==> config.mk <==
export PLATFORM = sky130hd
export DESIGN_NAME = fetch_unit
export DESIGN_NICKNAME = d
export VERILOG_FILES = /design/src/rtl/fetch_unit_pkg.sv /design/src/rtl/fetch_unit_cond_eval.sv /design/src/rtl/fetch_unit.sv
export SDC_FILE = /design/constraint.sdc
export NUM_CORES = 1
export LEC_CHECK = 0
export ABC_AREA = 1
export BUFFER_PORTS_ARGS = -buffer_cell sky130_fd_sc_hd__buf_2
export CORE_MARGIN = 2
export CORE_UTILIZATION = 47
export DETAILED_ROUTE_END_ITERATION = 10
export GPL_TIMING_DRIVEN = 0
export PLACE_DENSITY_LB_ADDON = 0.12
export SYNTH_ARGS = -nofsm -noshare
export SYNTH_HDL_FRONTEND = slang
export SYNTH_SLANG_ARGS = --single-unit
==> constraint.sdc <==
create_clock -name clk -period 1.88 [get_ports clk]
set_clock_uncertainty 0.05 [all_clocks]
set_input_delay 0.376 -clock clk [delete_from_list [all_inputs] [get_ports clk]]
set_output_delay 0.376 -clock clk [all_outputs]
set_load 0.1 [all_outputs]
==> src/rtl/fetch_unit_pkg.sv <==
// Shared definitions for the fetch stage and the control FSM:
// FSM state encoding, ARM-ordered condition codes and NZCV bit positions.
package fetch_unit_pkg;

  typedef enum logic [1:0] {
    ST_IDLE     = 2'd0,
    ST_FETCH    = 2'd1,
    ST_LOAD_REG = 2'd2,
    ST_ALU      = 2'd3
  } fsm_state_e;

  localparam logic [3:0] COND_EQ = 4'h0;
  localparam logic [3:0] COND_NE = 4'h1;
  localparam logic [3:0] COND_CS = 4'h2;
  localparam logic [3:0] COND_CC = 4'h3;
  localparam logic [3:0] COND_MI = 4'h4;
  localparam logic [3:0] COND_PL = 4'h5;
  localparam logic [3:0] COND_VS = 4'h6;
  localparam logic [3:0] COND_VC = 4'h7;
  localparam logic [3:0] COND_HI = 4'h8;
  localparam logic [3:0] COND_LS = 4'h9;
  localparam logic [3:0] COND_GE = 4'hA;
  localparam logic [3:0] COND_LT = 4'hB;
  localparam logic [3:0] COND_GT = 4'hC;
  localparam logic [3:0] COND_LE = 4'hD;
  localparam logic [3:0] COND_AL = 4'hE;
  localparam logic [3:0] COND_NV = 4'hF;

  // Flags are packed as {N,Z,C,V}
  localparam int FLAG_N = 3;
  localparam int FLAG_Z = 2;
  localparam int FLAG_C = 1;
  localparam int FLAG_V = 0;

endpackage

==> src/rtl/fetch_unit_cond_eval.sv <==
// Combinational condition evaluator: decides whether an instruction with
// the given 4-bit condition field executes under the current NZCV flags.
module cond_eval
  import fetch_unit_pkg::*;
(
  input  logic [3:0] cond,
  input  logic [3:0] flags,
  output logic       pass
);

  logic flagN;
  logic flagZ;
  logic flagC;
  logic flagV;

  assign flagN = flags[FLAG_N];
  assign flagZ = flags[FLAG_Z];
  assign flagC = flags[FLAG_C];
  assign flagV = flags[FLAG_V];

  // Map each condition code onto its flag expression
  always_comb begin
    pass = 1'b0;
    case (cond)
      COND_EQ: pass = flagZ;
      COND_NE: pass = !flagZ;
      COND_CS: pass = flagC;
      COND_CC: pass = !flagC;
      COND_MI: pass = flagN;
      COND_PL: pass = !flagN;
      COND_VS: pass = flagV;
      COND_VC: pass = !flagV;
      COND_HI: pass = flagC && !flagZ;
      COND_LS: pass = !flagC || flagZ;
      COND_GE: pass = (flagN == flagV);
      COND_LT: pass = (flagN != flagV);
      COND_GT: pass = !flagZ && (flagN == flagV);
      COND_LE: pass = flagZ || (flagN != flagV);
      COND_AL: pass = 1'b1;
      COND_NV: pass = 1'b0;
      default: pass = 1'b0;
    endcase
  end

endmodule

==> src/rtl/fetch_unit.sv <==
// Instruction fetch and condition evaluation stage beside the control FSM.
// Holds the PC, drives the synchronous program RAM, latches the fetched
// word and produces condition_code_check during LOAD_REG.
// Build option: define COND_EXEC_EN to enable the NZCV flags register and
// real condition evaluation; without it every instruction executes and
// flags reads as zero.
module fetch_unit
  import fetch_unit_pkg::*;
#(
  parameter int ADDR_W = 8,
  parameter int DATA_W = 32
) (
  input  logic              clk,
  input  logic              rst_n,
  input  logic [1:0]        curr_state,
  input  logic              pc_load,
  input  logic [ADDR_W-1:0] pc_target,
  input  logic              flags_we,
  input  logic [3:0]        flags_in,
  output logic              ram_en,
  output logic [ADDR_W-1:0] ram_addr,
  input  logic [DATA_W-1:0] ram_rdata,
  output logic [DATA_W-1:0] instr,
  output logic              instr_valid,
  output logic              condition_code_check,
  output logic [ADDR_W-1:0] pc,
  output logic [3:0]        flags
);

  fsm_state_e state;
  logic isFetch;
  logic isLoadReg;
  logic isAlu;

  logic [ADDR_W-1:0] pc_q;
  logic [ADDR_W-1:0] pc_d;
  logic [DATA_W-1:0] instr_q;
  logic [DATA_W-1:0] instr_d;
  logic              instrValid_q;
  logic              instrValid_d;
  logic [3:0]        flags_q;
  logic              evalPass;

  assign state     = fsm_state_e'(curr_state);
  assign isFetch   = (state == ST_FETCH);
  assign isLoadReg = (state == ST_LOAD_REG);
  assign isAlu     = (state == ST_ALU);

  // The RAM is addressed straight from the PC; the read is only enabled in FETCH
  assign ram_en   = isFetch;
  assign ram_addr = pc_q;

  // Condition field lives in the top nibble of the word coming back from RAM
  cond_eval u_condEval (
    .cond  (ram_rdata[DATA_W-1 -: 4]),
    .flags (flags_q),
    .pass  (evalPass)
  );

`ifdef COND_EXEC_EN
  // Flags register: written by the ALU only while the FSM is in ALU
  always_ff @(posedge clk or negedge rst_n) begin
    if (!rst_n) begin
      flags_q <= 4'b0000;
    end else if (isAlu && flags_we) begin
      flags_q <= flags_in;
    end
  end

  // Reset gates the check so it drops immediately, even mid-LOAD_REG
  assign condition_code_check = rst_n && isLoadReg && evalPass;
`else
  logic unused_condInputs;

  assign flags_q              = 4'b0000;
  assign condition_code_check = rst_n && isLoadReg;
  assign unused_condInputs    = ^{flags_we, flags_in, evalPass};
`endif

  // Next PC: increment after each fetch, branch target only when the ALU says so
  always_comb begin
    pc_d = pc_q;
    if (isFetch) begin
      pc_d = pc_q + ADDR_W'(1);
    end else if (isAlu && pc_load) begin
      pc_d = pc_target;
    end
  end

  // Instruction latch captures the RAM word at the end of LOAD_REG regardless of the condition
  always_comb begin
    instr_d      = instr_q;
    instrValid_d = isLoadReg;
    if (isLoadReg) begin
      instr_d = ram_rdata;
    end
  end

  // State registers for PC, latched instruction and its valid pulse
  always_ff @(posedge clk or negedge rst_n) begin
    if (!rst_n) begin
      pc_q         <= '0;
      instr_q      <= '0;
      instrValid_q <= 1'b0;
    end else begin
      pc_q         <= pc_d;
      instr_q      <= instr_d;
      instrValid_q <= instrValid_d;
    end
  end

  assign pc          = pc_q;
  assign instr       = instr_q;
  assign instr_valid = instrValid_q;
  assign flags       = flags_q;

endmodule

# [Yosys cells after proc, flatten, opt, wreduce, memory -nomap -nowiden]
# Cells that the tools add are included.
[word_totals] inputBits=50 ff_bits=41
[classes] n_reduce_logical=3 n_mux=2 n_addsub=1 n_eq_ne=3
[ops] operator="2-to-1 mux 8 bit" count=2
[ops] operator="adder 8 x 1 -> 8 bit (second input constant)" count=1
[ops] operator="equality test 2 bit (second input constant)" count=2
[ops] operator="equality test 2 x 1 -> 1 bit (second input constant)" count=1
[ops] operator="logical AND 1 bit" count=2
[ops] operator="nonzero test 2 bit" count=1

# [Logic depth before layout (Yosys ltp)]
[depth] word_depth=4 depth_mapped=7 depth_no_buf=7

# [Worst setup path before layout]
# OpenSTA, ideal clock, no wires.
[synth_path] path_type="input to output" from="input port curr_state[1]" to="output port condition_code_check" arrival_ns=2.022 cell_stages=5 slack_ns=-0.568 path_cell_list="inv_2 > nor2_4 > inv_2 > buf_6 > nor2_1"
[synth_via] elab_chain_cells=2
[synth_rtl] element="start: declaration" line="fetch_unit.sv:15" source="input logic [1:0] curr_state,"
[synth_rtl] element="equality test 2 bit" line="fetch_unit.sv:46" source="assign isLoadReg = (state == ST_LOAD_REG);"
[synth_rtl] element="logical AND 1 bit" line="fetch_unit.sv:76" source="assign condition_code_check = rst_n && isLoadReg;"
[synth_rtl] element="end: declaration" line="fetch_unit.sv:25" source="output logic condition_code_check,"
# Every way passes these cells.

# [Final worst setup path]
# Ends and elaborated chain as after synthesis.

==> metrics.txt <==
result of the run=finished, final reports clean; horizontal extent of the die=67.19 µm; post-route DRC violation count=0; count of cell types in the netlist=24; number of endpoints with negative hold slack in the final report=0; critical path endpoint category=output pin; clk buf depth=2; cells after synthesis=227; first-pass GRT wire length=6.686 mm; Initial DRC Count=86; internal power summed over all cells=1557 µW; buffer cell driving the clock tree root=sky130_fd_sc_hd__clkbuf_8; largest driver fanout on the critical path=10; clock buffers created by TritonCTS=5; I/O pin count=105; vias in the first global route=1583; fraction of the yosys area taken by sequential cells=0.5467; layout filler cell count=approximately 330; Max stage delay cell, worst path=sky130_fd_sc_hd__buf_4; worst IR drop on VDD=approximately 750 µV; number of H-tree levels=2; mean instance size in the synthesized netlist=8.268 µm²; kind of critical path=in2out; Largest delay share family, worst path=buffers and inverters; count of buffer and inverter cells on the critical path=5; insertion delay to the later sink of the worst-skew pair=0.29 ns; Tmin final=1.752 ns; share of total power in combinational logic=0.499; effective utilization at floorplan=0.5013; Min-Delay Path Class=in2reg; clock tree from TritonCTS=built; warnings from Yosys=0; global route overflow=0; total power draw=3331 µW; Vert. Die Dim=around 67 µm; Core Box Area=~3700 µm²; Synth-to-Final Area Change=36.53%; number of clock sinks=41; dpl ws=-0.4116 ns; Max-cap violations=0; initial antenna violation count=0; via count normalized by instance count=between 4 and 5; hold wc startpoint=ram_rdata[2]; top area cells in the synthesized netlist=sky130_fd_sc_hd__dfrtp_1 55%, sky130_fd_sc_hd__nand2_1 24%, sky130_fd_sc_hd__buf_4 4.8%, sky130_fd_sc_hd__nand3_1 3.2%, sky130_fd_sc_hd__buf_6 1.8%; final layout net count=385; Vias=1750; Crit. Startpoint=curr_state[1]; post-synthesis cell type with the largest combined area=sky130_fd_sc_hd__dfrtp_1; Power Density=about 1300 nW/µm²; Finish-stage setup viols=0; clock transition time at the flip-flop clock pins of the worst setup and hold paths=roughly 0.070 ns; max-slew violations=0; CP required=1.45 ns; worst setup margin=approximately 0.13 ns; antenna viol nets, final=0; Port-buffer cells=95; clock power share=0.173; total routing resource utilization after global routing=0.1984; share of the clock period used by the worst path after layout=0.9319; top cell type's share of synthesized area=0.5467; Final Hold Slack=0.2296 ns; 1st-pass router iterations=5; maximum clock rate=roughly 570 MHz; HPWL after detailed placement=a little under 3 mm; CP max stage delay=0.28 ns; Synth Cell Area=approximately 1900 µm²; final WL=4.055 mm; switching share of total power=0.5325; Synth Register Bits=just over 40; layout cells sized above 1=0.4012; final antenna diode count=0; category of the worst setup path launch point=input port; RSZ-0062 raised after global routing=no; sequential share of power=0.328; start of the worst register-to-register path=pc[1]; CP Cell Sequence=buf_2 > inv_2 > nor2_4 > inv_2 > buf_6 > nor2_4 > buf_4; standby leakage power=0.001511 µW; last weighted congestion value of the routability-driven placer=0.8256; largest net degree at the start of global routing=42; per-cell routed wire length=10.62 µm; NetSw=1774 µW; die area=4515 µm²; row cnt=22; WP data arrival=around 1.3 ns
[cells in the final DEF (no fill, tap or decap), drive strengths merged]
cell and n:
buf 114, nand2 121, dfrtp 41, nand3 12, o21bai 1, clkinv 1, nand4 1, clkbuf 6
nor2 12, clkinvlp 1, dlygate4sd3 1, nor3 1, o22ai 1, conb 4, o21ai 2, o211ai 2
ha 1, a21oi 3, inv 9
[flip-flops by register name, indices dropped and copies added (netlist names)]
register,cells
instr,32
pc,8
instr_valid,1
[tightest hold or removal path, cell delays in order]
cell	delay, ns
sky130_fd_sc_hd__buf_2	0.07
sky130_fd_sc_hd__nand2_1	0.04
sky130_fd_sc_hd__nand2_1	0.05
[cells in the mapped netlist]
master / n
sky130_fd_sc_hd__nand2_1: 120
sky130_fd_sc_hd__dfrtp_1: 41
sky130_fd_sc_hd__buf_4: 12
sky130_fd_sc_hd__nand3_1: 12
sky130_fd_sc_hd__nor2_1: 7
sky130_fd_sc_hd__inv_1: 6
sky130_fd_sc_hd__a21oi_1: 3
sky130_fd_sc_hd__buf_2: 3
sky130_fd_sc_hd__buf_6: 3
sky130_fd_sc_hd__nor2_2: 3
sky130_fd_sc_hd__inv_2: 2
sky130_fd_sc_hd__nor2_4: 2
sky130_fd_sc_hd__o211ai_1: 2
sky130_fd_sc_hd__clkinv_2: 1
sky130_fd_sc_hd__conb_1: 1
sky130_fd_sc_hd__ha_1: 1
sky130_fd_sc_hd__inv_4: 1
sky130_fd_sc_hd__nand2_4: 1
sky130_fd_sc_hd__nand4_1: 1
sky130_fd_sc_hd__nor3_1: 1
sky130_fd_sc_hd__o21ai_0: 1
sky130_fd_sc_hd__o21ai_1: 1
sky130_fd_sc_hd__o21bai_1: 1
sky130_fd_sc_hd__o22ai_1: 1
[metal layers]
metal	GRT usage	vias to the layer above	routed length [µm]
li1	-	897	-
met1	0.2377	773	1780
met2	0.3478	78	1903
met3	0.04333	2	363
met4	0.07653	0	8
met5	0	-	0
[logic make-up after synthesis]
family,share of synthesized area
AOI/OAI and AO/OA,0.02866
adders and majority gates,0.006666
buffers and inverters,0.09600
DFF,0.5467
other,0.001998
and+or+nand+nor,0.3200
[final cells by class]
| cell class | count | area [µm²] | share of cell area |
|---|---|---|---|
| Multi-Input combinational cell | 161 | 689.4 | 0.2690 |
| Timing Repair Buffer | 97 | 514.2 | 0.2007 |
| Clock inverter | 1 | 7.507 | 0.002930 |
| Clock buffer | 6 | 82.58 | 0.03223 |
| Buffer | 18 | 138.9 | 0.05420 |
| Sequential cell | 41 | 1028 | 0.4014 |
| Tap cell | 48 | 60.06 | 0.02344 |
| Inverter | 10 | 41.29 | 0.01611 |
[power groups by stage]
stage / clock (µW) / combinational [µW] / sequential (µW)
global placement: 0 / 1650 / 1110
global route: 641 / 1730 / 1110
detailed placement: 0 / 1660 / 1110
CTS: 597 / 1670 / 1090
floorplan: 0 / 523 / 1970
finish: 575 / 1660 / 1090
[stage by stage]
step	std cells	TNS [ns]	instance area, µm²	utilization
finish	382	0	2562	0.6845
global route	382	0	2562	0.6845
CTS	382	0	2562	0.6845
detailed placement	373	-0.4116	2434	0.6501
global placement	373	-0.4168	2434	0.6501
floorplan	230	0	1898	-
[worst paths after layout]
path	to	depth (start not counted)	slack, ns
worst min-delay path	instr[2]	3	0.23
worst min register to register	instr[30]	2	0.42
worst max-delay path	condition_code_check	7	0.13
max in group asynchronous	pc[1]	3	0.98
min in group asynchronous	instr[9]	3	0.60
worst max register to register	pc[4]	6	0.63
[timing repair]
item	4_1_cts	5_1_grt
gates resized for setup	3	0
setup endpoints to repair	1	0
buffers inserted	0	0
hold buffers	2	0
endpoints found under the hold margin	41	0
Power figures use the tool's default switching activity.
